===== src/rtl/spi_reg_pkg.sv =====
// spi_reg_pkg: shared FSM encoding and constants for spi_reg_ctrl.
package spi_reg_pkg;
  typedef enum logic [2:0] {IDLE, CMD, WR_WAIT, WR_BUS, RD_BUS, RD_WAIT} state_t;
  localparam int CMD_RD_BIT = 7;
  localparam logic [7:0] TIMEOUT_FILL = 8'hEE;
  localparam logic [7:0] STATUS_BYTE_DEF = 8'hA5;
endpackage


===== src/rtl/bus_watchdog.sv =====
// bus_watchdog: counts cycles while start is held; expire fires on the LIMIT-th cycle.
module bus_watchdog #(
  parameter int LIMIT = 64
) (
  input  logic clk,
  input  logic rst_n,
  input  logic start,
  input  logic clear,
  output logic expire
);
  localparam int W = $clog2(LIMIT + 1);
  logic [W-1:0] cnt_q, cnt_d;
  assign expire = start & (cnt_q == W'(LIMIT - 1));
  always_comb cnt_d = (!start || clear || expire) ? '0 : cnt_q + W'(1);
  always_ff @(posedge clk or negedge rst_n)
    if (!rst_n) cnt_q <= '0;
    else cnt_q <= cnt_d;
endmodule


===== src/rtl/spi_reg_ctrl.sv =====
// spi_reg_ctrl: SPI command sequencer driving an 8-bit req/ack register bus.
// Optional bus watchdog and err_timeout output enabled by SPI_REG_CTRL_TIMEOUT_EN.
module spi_reg_ctrl
  import spi_reg_pkg::*;
#(
  parameter int ADDR_W = 7,
  parameter logic [7:0] STATUS_BYTE = STATUS_BYTE_DEF,
  parameter int TIMEOUT_CYC = 64
) (
  input  logic              clk,
  input  logic              rst_n,
  input  logic              frame_start,
  input  logic              frame_end,
  input  logic              rx_valid,
  input  logic [7:0]        rx_byte,
  output logic [7:0]        tx_byte,
  output logic              reg_req,
  output logic              reg_we,
  output logic [ADDR_W-1:0] reg_addr,
  output logic [7:0]        reg_wdata,
  input  logic              reg_ack,
  input  logic [7:0]        reg_rdata,
  output logic              busy,
`ifdef SPI_REG_CTRL_TIMEOUT_EN
  output logic              err_timeout,
`endif
  output logic              err_overrun
);
  if (ADDR_W < 1 || ADDR_W > 7 || TIMEOUT_CYC < 1) begin : g_bad_cfg
    $error("spi_reg_ctrl: ADDR_W must be 1..7 and TIMEOUT_CYC >= 1");
  end
  state_t state_q, state_d;
  logic [ADDR_W-1:0] addr_q, addr_d;
  logic [7:0] tx_q, tx_d, wdata_q, wdata_d;
  logic ovr_q, ovr_d, end_pend_q, end_pend_d, start_pend_q, start_pend_d;
  logic restart, tmo, done;
`ifdef SPI_REG_CTRL_TIMEOUT_EN
  logic tmo_err_q, tmo_err_d;
  bus_watchdog #(.LIMIT(TIMEOUT_CYC)) u_wdog (
    .clk(clk), .rst_n(rst_n), .start(reg_req), .clear(reg_ack), .expire(tmo)
  );
  always_comb tmo_err_d = restart ? 1'b0 : (tmo_err_q | (reg_req & tmo & ~reg_ack));
  always_ff @(posedge clk or negedge rst_n)
    if (!rst_n) tmo_err_q <= 1'b0;
    else tmo_err_q <= tmo_err_d;
  assign err_timeout = tmo_err_q;
`else
  assign tmo = 1'b0;
`endif
  assign done = reg_ack | tmo;
  always_ff @(posedge clk or negedge rst_n)
    if (!rst_n) begin
      state_q      <= IDLE;
      addr_q       <= '0;
      tx_q         <= '0;
      wdata_q      <= '0;
      ovr_q        <= 1'b0;
      end_pend_q   <= 1'b0;
      start_pend_q <= 1'b0;
    end else begin
      state_q      <= state_d;
      addr_q       <= addr_d;
      tx_q         <= tx_d;
      wdata_q      <= wdata_d;
      ovr_q        <= ovr_d;
      end_pend_q   <= end_pend_d;
      start_pend_q <= start_pend_d;
    end
  always_comb begin
    state_d      = state_q;
    addr_d       = addr_q;
    tx_d         = tx_q;
    wdata_d      = wdata_q;
    ovr_d        = ovr_q;
    end_pend_d   = end_pend_q;
    start_pend_d = start_pend_q;
    restart      = 1'b0;
    case (state_q)
      IDLE: restart = frame_start;
      CMD, WR_WAIT, RD_WAIT: begin
        if (frame_start) restart = 1'b1;
        else if (frame_end) state_d = IDLE;
        else if (rx_valid) begin
          if (state_q == CMD) begin
            addr_d  = rx_byte[ADDR_W-1:0];
            state_d = rx_byte[CMD_RD_BIT] ? RD_BUS : WR_WAIT;
          end else if (state_q == WR_WAIT) begin
            wdata_d = rx_byte;
            state_d = WR_BUS;
          end else state_d = RD_BUS;
        end
      end
      WR_BUS, RD_BUS: begin
        // Frame edges seen mid-transaction are deferred; the most recent one wins.
        ovr_d        = ovr_q | (rx_valid & ~frame_end);
        start_pend_d = frame_start | (start_pend_q & ~frame_end);
        end_pend_d   = ~frame_start & (frame_end | end_pend_q);
        if (done) begin
          addr_d       = addr_q + ADDR_W'(1);
          tx_d         = (state_q == RD_BUS) ? (reg_ack ? reg_rdata : TIMEOUT_FILL) : tx_q;
          restart      = start_pend_d;
          state_d      = end_pend_d ? IDLE : (state_q == WR_BUS ? WR_WAIT : RD_WAIT);
          start_pend_d = 1'b0;
          end_pend_d   = 1'b0;
        end
      end
      default: state_d = IDLE;
    endcase
    if (restart) begin
      state_d      = CMD;
      tx_d         = STATUS_BYTE;
      ovr_d        = 1'b0;
      end_pend_d   = 1'b0;
      start_pend_d = 1'b0;
    end
  end
  always_comb begin
    reg_req = (state_q == WR_BUS) || (state_q == RD_BUS);
    reg_we  = state_q == WR_BUS;
    busy    = state_q != IDLE;
  end
  assign tx_byte     = tx_q;
  assign reg_addr    = addr_q;
  assign reg_wdata   = wdata_q;
  assign err_overrun = ovr_q;
endmodule


===== config.mk =====
export PLATFORM = sky130hd
export DESIGN_NAME = spi_reg_ctrl
export DESIGN_NICKNAME = d
export VERILOG_FILES = /design/src/rtl/spi_reg_pkg.sv /design/src/rtl/bus_watchdog.sv /design/src/rtl/spi_reg_ctrl.sv
export SDC_FILE = /design/constraint.sdc
export NUM_CORES = 1
export LEC_CHECK = 0
export ABC_AREA = 1
export CAP_MARGIN = 40
export CORE_UTILIZATION = 35
export CTS_CLUSTER_DIAMETER = 150
export DETAILED_ROUTE_END_ITERATION = 6
export DONT_BUFFER_PORTS = 1
export GPL_ROUTABILITY_DRIVEN = 0
export GPL_TIMING_DRIVEN = 1
export RECOVER_POWER = 25
export SLEW_MARGIN = 40
export SYNTH_ARGS = -nofsm -noshare
export SYNTH_HDL_FRONTEND = slang
export SYNTH_SLANG_ARGS = --single-unit

===== constraint.sdc =====
create_clock -name clk -period 1.55 [get_ports clk]
set_input_delay 0.31 -clock clk [delete_from_list [all_inputs] [get_ports clk]]
set_output_delay 0.31 -clock clk [all_outputs]
set_load 0.02 [all_outputs]

==> impl_metrics.csv <==
group,metric,value,unit
logic_synthesis,synth_seq_cells,29,
grt,grt_first_pass_wirelength,6582,um
sta,fmax,650.4,MHz
route,viasPerCell,4.913,
route,wl_met1,1655,um
die,ios,49,
grt,grt_util_all_layers,0.1734,
route,dr_total_vias,1464,
placed_design,dp_hpwl,2842,um
logic_synthesis,yosys.area_share.xor_xnor,0.01650,
sta,slew_headroom,0.5004,
sta,fin_crit_sh,0.9920,
worst_setup_path,max_stage_delay,0.46,ns
die,dieHeight,69.46,um
layout,nFillCells,443,
logic_synthesis,syn_inst,221,
clocking,path_clk_slew,0.07,ns
route,top_layer,"met4",
die,start_util,0.3658,
worst_setup_path,critPathCaptureType,"output port",
clocking,cts_buffers,5,
route,wl_met2,1992,um
layout,syn2layout_area_growth,20.03,%
die,rows,24,
grt,grt_remaining_overflow,0,
layout,mostFrequentLayoutCells,"nand2_1, dfrtp_1, inv_1",
power_and_ir_drop,peakVddDrop,0.001040,V
sta,setup_viol,0,
route,ant_nets,0,
route,drt_wl_total,4024,um
logic_synthesis,synthAdderAreaFrac,0.007855,
logic_synthesis,seq_area_frac_synth,0.4556,
sta,hold-worst-slack,0.1630,ns
logic_synthesis,syn_nets,244,
logic_synthesis,synth_cell_type_count,22,
power_and_ir_drop,sw_frac_of_total,0.4441,
outcome,status,"complete, no violations",
sta,fin_skew,0.004169,ns
layout,layout_commonest_cell,"nand2_1",
placed_design,portBuffers,0,
flow_run,cap_violations,0,
sta,rsz0062_at_grt,"true",
logic_synthesis,synth.top_cells.by_area,"dfrtp_1, nand2_1, inv_1",
layout,diodes,0,
clocking,ctsRootBufferMaster,"clkbuf_8",
clocking,cts.sink_count,29,
clocking,cts_tree,"yes",
route,firstDrtPassIters,4,
layout,fin_cells,298,
clocking,cts_max_path_buffers,2,
logic_synthesis,synth_compound_area_frac,0.09662,
logic_synthesis,synth_top_area_cell,"dfrtp_1",
logic_synthesis,synthesis.area,0.001593,mm2
logic_synthesis,syn_area_per_cell,7.207,um2
clocking,h-tree-depth,2,
worst_setup_path,worstPathCellList,"buf_2, o21ai_4",
logic_synthesis,ys_warn_count,0,
logic_synthesis,synth_top_family_by_area,"simple AND/OR/NAND/NOR gates",
sta,drv_slew,0,
power_and_ir_drop,power.density,1649,mW/mm2
logic_synthesis,muxShareOfSynthArea,0,
power_and_ir_drop,clockPowerShare,0.195,
route,drc,0,
min_path,hold_path_class,"input port to flop",
grt,grt_max_degree,30,
route,wl_per_cell,13.50,um
worst_setup_path,arrival,1.23,ns
sta,max_slew.worst_pin.slew,0.7494,ns
sta,hold_violations,0,
power_and_ir_drop,power.switching,1.400,mW
power_and_ir_drop,p_leak,1.008,nW
worst_setup_path,critical_path.startpoint_type,"flop",
route,met3_length,324,um
power_and_ir_drop,pwr-share-comb,0.388,
power_and_ir_drop,p_int,1.752,mW
logic_synthesis,yosys.area_share.simple,0.3401,
route,dr.first_iter.drc_count,62,
power_and_ir_drop,p_seq_frac,0.417,
clocking,clock_latency,0.28,ns
layout,nNetsFinal,268,
die,core_area,0.004354,mm2
grt,grt_pass1_vias,1429,
die,die_w,69.46,um
worst_setup_path,crit_type,"flop to output port",
worst_setup_path,required,1.24,ns
die,dieArea,0.004825,mm2
worst_setup_path,cp_max_fo,6,
sta,min_period,1.538,ns
layout,drive_gt1_frac,0.1951,
placed_design,dp.cells,280,
logic_synthesis,synth_top_area_frac,0.4556,
grt,antenna_found_initial,0,
power_and_ir_drop,power.total,3.153,mW
worst_setup_path,slowest_stage,"dfrtp_2",
[per-layer routing]
metal | up-vias | track usage
li1 | 745 | -
met1 | 662 | 0.2043
met2 | 51 | 0.2923
met3 | 6 | 0.05959
met4 | 0 | 0.06122
met5 | - | 0
[sequential cells by signal, summed over array words and instances, names as in the netlist]
name / cells
tx_byte: 8
end_pend_q: 1
reg_addr: 7
state_q: 3
err_overrun: 1
start_pend_q: 1
reg_wdata: 8
[synth_stat cells, drive strengths merged]
master / n
o21bai: 2
ha: 1
a21oi: 6
nor2: 19
nand2: 87
dfrtp: 29
nand4: 3
o21ai: 21
xor2: 1
nand3: 19
inv: 27
xnor2: 2
buf: 4
[cell families after synthesis]
family                     count (synthesis)
xor gates and xnor gates                   3
adders and majority gates                  1
AOI/OAI and AO/OA                         29
and+or+nand+nor                          128
buffers and inverters                     31
DFF                                       29
[stage by stage]
| stage | setup TNS (ns) | area (um2) | utilization | worst slack (ns) |
|---|---|---|---|---|
| finish | 0 | 1912 | 0.4391 | 0.01247 |
| floorplan | 0 | 1593 | - | 0.2328 |
| CTS | 0 | 1859 | 0.4270 | 0.01138 |
| detailed placement | 0 | 1709 | 0.3925 | 0.03202 |
| global placement | 0 | 1709 | 0.3925 | 0.05169 |
| global route | -0.1251 | 1912 | 0.4391 | -0.02479 |
[power groups by stage]
stage / combinational (mW) / clock [mW] / sequential [mW]
after floorplan: 0.726 / 0 / 1.33
after global placement: 1.02 / 0 / 1.33
after global routing: 1.38 / 0.655 / 1.34
after detailed placement: 1.03 / 0 / 1.33
final: 1.22 / 0.613 / 1.31
after CTS: 1.11 / 0.632 / 1.31
[final timing paths]
check,start,end,slack [ns],cells past startpoint
min in group asynchronous,rst_n,end_pend_q$_DFFE_PN0P_,0.63,2
max in group asynchronous,rst_n,state_q[1]$_DFFE_PN0P_,0.40,2
hold reg to reg,start_pend_q$_DFFE_PN0P_,start_pend_q$_DFFE_PN0P_,0.50,2
hold / removal,reg_rdata[2],tx_byte[2]$_DFFE_PN0P_,0.16,2
setup / recovery,state_q[2]$_DFFE_PN0P_,reg_req,0.01,2
setup reg to reg,state_q[0]$_DFFE_PN0P_,state_q[1]$_DFFE_PN0P_,0.06,9
[critical path, delay by kind of cell, from the launching register on]
family,cells,cell delay (ns)
compound gates,1,0.30
buf+inv,1,0.18
flops,1,0.46
[cell type report]
class	instances	area (um2)	area share
clock buffer	6	72.57	0.03796
multi-input combinational	162	782.0	0.4090
tap	52	65.06	0.03403
clock inverter	2	10.01	0.005236
inverter	27	101.3	0.05301
timing repair buffer	20	151.4	0.07919
sequential	29	729.5	0.3815
[timing repair]
item                                   in CTS  in global routing
gates cloned                                1                  0
setup endpoints to repair                   1                 16
setup buffers                               2                  5
hold buffers                                2                  0
endpoints found under the hold margin      29                  0
pin swaps                                   0                  4
resized for setup                           5                 11
Note: power is estimated with default switching activity, not from simulation.
